--- config.mk ---
export PLATFORM = sky130hd
export DESIGN_NAME = uart_tx_fifo
export DESIGN_NICKNAME = d
export VERILOG_FILES = /design/src/rtl/uart_tx_fifo.sv
export SDC_FILE = /design/constraint.sdc
export NUM_CORES = 1
export LEC_CHECK = 0
export ABC_AREA = 1
export BUFFER_PORTS_ARGS = -buffer_cell sky130_fd_sc_hd__buf_2
export CAP_MARGIN = 0
export CORE_MARGIN = 8
export CORE_UTILIZATION = 56
export CTS_CLUSTER_SIZE = 14
export DETAILED_ROUTE_END_ITERATION = 8
export HOLD_SLACK_MARGIN = 0.02
export PLACE_DENSITY = 0.75
export RECOVER_POWER = 100
export SETUP_SLACK_MARGIN = 0.05
export SLEW_MARGIN = 20
export SYNTH_ARGS = -nofsm -noshare
export SYNTH_HDL_FRONTEND = slang
export SYNTH_SLANG_ARGS = --single-unit
--- constraint.sdc ---
create_clock -name clk -period 3 [get_ports clk]
set_clock_uncertainty 0.2 [all_clocks]
set_input_delay 0 -clock clk [delete_from_list [all_inputs] [get_ports clk]]
set_output_delay 0 -clock clk [all_outputs]
set_load 0.005 [all_outputs]
--- src/rtl/uart_tx_fifo.sv ---
// Buffered 8N1 UART transmitter: a write-strobe FIFO feeding a start/data/stop
// serialiser whose bit period is clk_freq / uart_baud_rate clock cycles.
module uart_tx_fifo #(
  parameter int clk_freq       = 50000000,
  parameter int uart_baud_rate = 9600,
  parameter int fifo_depth     = 16
) (
  input  logic       clk,
  input  logic       rst,
  input  logic [7:0] tx_data,
  input  logic       tx_wr,
  output logic       tx_full,
  output logic       tx_empty,
  output logic       tx_busy,
  output logic       tx_ovf,
  output logic       UartTx
);

  localparam int DIV        = clk_freq / uart_baud_rate;
  localparam int CNT_W      = (DIV > 2) ? $clog2(DIV) : 1;
  localparam int PTR_W      = (fifo_depth > 2) ? $clog2(fifo_depth) : 1;
  localparam int FIFO_CNT_W = PTR_W + 1;

  localparam logic [CNT_W-1:0]      BAUD_LAST = CNT_W'(DIV - 1);
  localparam logic [FIFO_CNT_W-1:0] FIFO_FULL = FIFO_CNT_W'(fifo_depth);

  if (DIV < 2) begin : g_bad_div
    $error("uart_tx_fifo: clk_freq / uart_baud_rate must be at least 2");
  end

  if (fifo_depth < 2 || (fifo_depth & (fifo_depth - 1)) != 0) begin : g_bad_depth
    $error("uart_tx_fifo: fifo_depth must be a power of two, at least 2");
  end

  typedef enum logic [1:0] {
    IDLE,
    START,
    DATA,
    STOP
  } state_t;

  state_t                state;
  state_t                state_next;
  logic [CNT_W-1:0]      baud_cnt;
  logic [2:0]            bit_idx;
  logic [7:0]            shift_reg;
  logic [7:0]            mem [fifo_depth];
  logic [PTR_W-1:0]      wr_ptr;
  logic [PTR_W-1:0]      rd_ptr;
  logic [FIFO_CNT_W-1:0] count;
  logic [FIFO_CNT_W-1:0] count_next;
  logic                  wr_accept;
  logic                  pop;
  logic                  bit_done;
  logic                  line_next;

  assign bit_done  = (baud_cnt == BAUD_LAST);
  assign wr_accept = tx_wr && !tx_full;
  assign tx_busy   = (state != IDLE) || !tx_empty;

  always_ff @(posedge clk) begin
    if (rst) begin
      state <= IDLE;
    end else begin
      state <= state_next;
    end
  end

  always_comb begin
    state_next = state;
    case (state)
      IDLE:    if (!tx_empty) state_next = START;
      START:   if (bit_done) state_next = DATA;
      DATA:    if (bit_done && bit_idx == 3'd7) state_next = STOP;
      STOP:    if (bit_done) state_next = tx_empty ? IDLE : START;
      default: state_next = IDLE;
    endcase
  end

  // The line value is registered, so it trails the state by one cycle; every
  // bit slot is still exactly DIV cycles wide.
  always_comb begin
    pop       = 1'b0;
    line_next = 1'b1;
    case (state)
      IDLE:    pop = !tx_empty;
      START:   line_next = 1'b0;
      DATA:    line_next = shift_reg[0];
      STOP:    pop = bit_done && !tx_empty;
      default: line_next = 1'b1;
    endcase
  end

  always_ff @(posedge clk) begin
    if (rst) begin
      baud_cnt  <= '0;
      bit_idx   <= 3'd0;
      shift_reg <= 8'h00;
      UartTx    <= 1'b1;
    end else begin
      UartTx <= line_next;
      if (pop) begin
        shift_reg <= mem[rd_ptr];
        baud_cnt  <= '0;
        bit_idx   <= 3'd0;
      end else if (state != IDLE) begin
        if (bit_done) begin
          baud_cnt <= '0;
          if (state == DATA) begin
            shift_reg <= shift_reg >> 1;
            bit_idx   <= bit_idx + 3'd1;
          end
        end else begin
          baud_cnt <= baud_cnt + CNT_W'(1);
        end
      end
    end
  end

  always_ff @(posedge clk) begin
    if (!rst && wr_accept) begin
      mem[wr_ptr] <= tx_data;
    end
  end

  always_comb begin
    count_next = count;
    case ({wr_accept, pop})
      2'b10:   count_next = count + FIFO_CNT_W'(1);
      2'b01:   count_next = count - FIFO_CNT_W'(1);
      default: count_next = count;
    endcase
  end

  // Full/empty are registered from the post-edge count; a write while full is
  // dropped even if a pop frees a slot on that same edge.
  always_ff @(posedge clk) begin
    if (rst) begin
      wr_ptr   <= '0;
      rd_ptr   <= '0;
      count    <= '0;
      tx_full  <= 1'b0;
      tx_empty <= 1'b1;
      tx_ovf   <= 1'b0;
    end else begin
      if (wr_accept) wr_ptr <= wr_ptr + PTR_W'(1);
      if (pop) rd_ptr <= rd_ptr + PTR_W'(1);
      count    <= count_next;
      tx_full  <= (count_next == FIFO_FULL);
      tx_empty <= (count_next == '0);
      tx_ovf   <= tx_wr && tx_full;
    end
  end

endmodule

==> impl_metrics.ini <==
[run_status]
status = finished clean

[timing]
timing.fmax_mhz = 361.4
finalCritPeriodShare = 0.9223
tns_ns = 0
rsz0062_at_grt = no
worst_pin_slew_ns = 0.8541
slew_headroom = 0.4285
finalHoldViolCount = 0
slew_viol_final = 0
finalCriticalPeriod_ns = 2.767
setup_viol = 0

[finish]
fin_util = 0.6445
fillCellCount = 1035
diodes = 0
final_common_cell = nor2_1
most-common-layout-cells = nor2_1 (130), edfxtp_1 (128), nand2_1 (124), nand3_1 (88), o21ai_0 (62)
final_nets = 800
largest_register_ffs = 128
area_growth_pct = 12.67
drive_gt1_frac = 0.08025

[synthesis]
syn_inst = 752
yosys.area_share.adder = 0.02643
synth-seq-cells = 175
synth_edf_count = 128
yosysWarnings = 0
syn_avg_cell_area_um2 = 10.07
synth_xor_area_frac = 0.01272
syn-cell-area_um2 = 7575
synthMuxAreaShare = 0.001321
ys_types = 41
synthFlopType = edfxtp_1
yosys.area_share.simple = 0.2199
synth_top_area_share = 0.5074
synth_compound_area_frac = 0.06475
synth_top_area_cell = edfxtp_1
synth_nets = 779
synth-seq-area-share = 0.6316
synthTopCellsByArea = edfxtp_1 (51%), dfxtp_1 (12%), nor2_1 (6.4%)
synth_top_family_by_area = simple AND/OR/NAND/NOR gates
async_flop_share = 0

[die]
die_w_um = 132.3
io_pins = 16
dieArea_um2 = 17500
core_area_um2 = 13240
die_h_um = 132.3
start_util = 0.5720
row_count = 42

[setup_path]
critPathRequiredTime_ns = 3.08
cp.depth = 15
critPathArrivalTime_ns = 2.85
critPathMaxStageDelay_ns = 0.37
crit_chain = ha_4, inv_2, nor2_1, nand2_1, nor2_4, nand3_4, a21oi_4, ha_4, buf_4, xor2_1, nand3_1, nand3b_1, nand3_1, nand3_1, o21ai_0
ff2ff_path_depth = 15
startpoint_type = flip-flop
end_kind = flip-flop
crit_path_frequent_cell = nand3_1
path_buf_inv = 2
critPathTopFamily = simple AND/OR/NAND/NOR gates
crit_fanout = 4
slowest_stage = dfxtp_4
crit_type = reg -> reg

[cts]
clk_path_buf_depth = 2
root_buffer = clkbuf_16
cts_buffers = 17
cts_tree = done
clkTransAtPathRegs_ns = 0.06
cts_sinks = 175
htreeDepth = 4
clock_latency_ns = 0.42

[power_and_ir_drop]
ir_worst_vdd_uv = 467.9
power_density_nw_per_um2 = 808.5
p_leak_nw = 3.027
power_mw = 6.900

[grt]
first_global_vias = 5205
grt-ovfl-total = 0
grt_pass1_wl_um = 26330
grt_max_degree = 65
globalRouteTotalUtil = 0.1894
antenna_found_initial = 0

[routing]
viasPerCell = 5.607
drtPass1Iterations = 5
routed_wl_um = 16300
drc = 0
vias = 5388
drt_iter0_markers = 535
ant_nets = 0
post_drt_wl_per_cell_um = 16.96

[place]
port_buffers = 15
routabilityCongestion = 0.8369
dp_hpwl_um = 10370

[job]
drv_cap = 0

[worst_hold_path]
hold_path_depth = 2
hold_class = reg -> reg
==> layer usage <==
layer	track usage	routed length, um	up-vias
met5	0	0	-
li1	-	-	2600
met4	0.09148	373	0
met3	0.03773	805	34
met2	0.3232	8293	180
met1	0.2247	6823	2574
==> metrics by stage <==
stage                     area (um^2)  cells  hold WS (ns)  setup slack [ns]
after floorplan                  7575    752       -0.1011            0.1474
after global placement           7780    918       0.03188            0.3230
after detailed placement         7780    918       0.04042            0.1571
after CTS                        8514    960        0.2837            0.1463
after global routing             8534    961        0.3072           0.03029
final                            8534    961        0.2835            0.2332
==> final timing paths <==
kind	from	endpoint	slack (ns)
max	baud_cnt[0]	tx_empty	0.23
min	bit_idx[1]	bit_idx[1]	0.28
max reg2reg	baud_cnt[0]	tx_empty	0.23
min reg2reg	bit_idx[1]	bit_idx[1]	0.28
==> power by group <==
group          leakage, nW  internal (mW)  switching (mW)
Sequential            1.54           2.75           0.115
Clock                0.302           1.47           0.870
Combinational         1.19          0.549            1.15
Total                 3.03           4.77            2.13
==> timing repair <==
item	4_1_cts	5_1_grt
hold buffers	11	0
gates resized for setup	0	12
endpoints found under the setup margin	0	5
setup buffers	0	1
endpoints found under the hold margin	149	0
==> cells in the mapped netlist (2+ instances only) <==
master and number:
nor3_1 9, nor2_1 130, xnor2_1 2, clkbuf_1 11, nor4_1 2, edfxtp_1 128, nand2_1 123, buf_2 11
inv_1 42, nor2_4 3, clkinv_1 3, dfxtp_1 47, nand3_1 88, buf_4 3, nand4_1 7, ha_1 16
nor2_2 2, buf_1 5, nand2_2 4, a21oi_1 24, xor2_1 9, nand3_2 3, o21ai_0 62
==> area by class of cell <==
| cell class | count | area, um^2 | area share |
|---|---|---|---|
| Sequential cell | 175 | 4792 | 0.5615 |
| Clock buffer | 19 | 432.9 | 0.05073 |
| Timing Repair Buffer | 33 | 232.7 | 0.02727 |
| Tap cell | 176 | 220.2 | 0.02580 |
| Multi-Input combinational cell | 499 | 2486 | 0.2913 |
| Clock inverter | 12 | 191.4 | 0.02243 |
| Inverter | 47 | 178.9 | 0.02096 |
==> tightest hold or removal path, delay by kind of cell, from the launching register on <==
kind	cells	cell delay [ns]
AOI/OAI and AO/OA	1	0.06
and+or+nand+nor	1	0.06
DFF	1	0.31
==> cell families after synthesis <==
family	Yosys count
compound gates	93
flops	175
mux	1
fa+ha+maj	16
xor+xnor	11
buf+inv	78
simple gates	378
No activity file was read; power rests on OpenSTA's default activity.
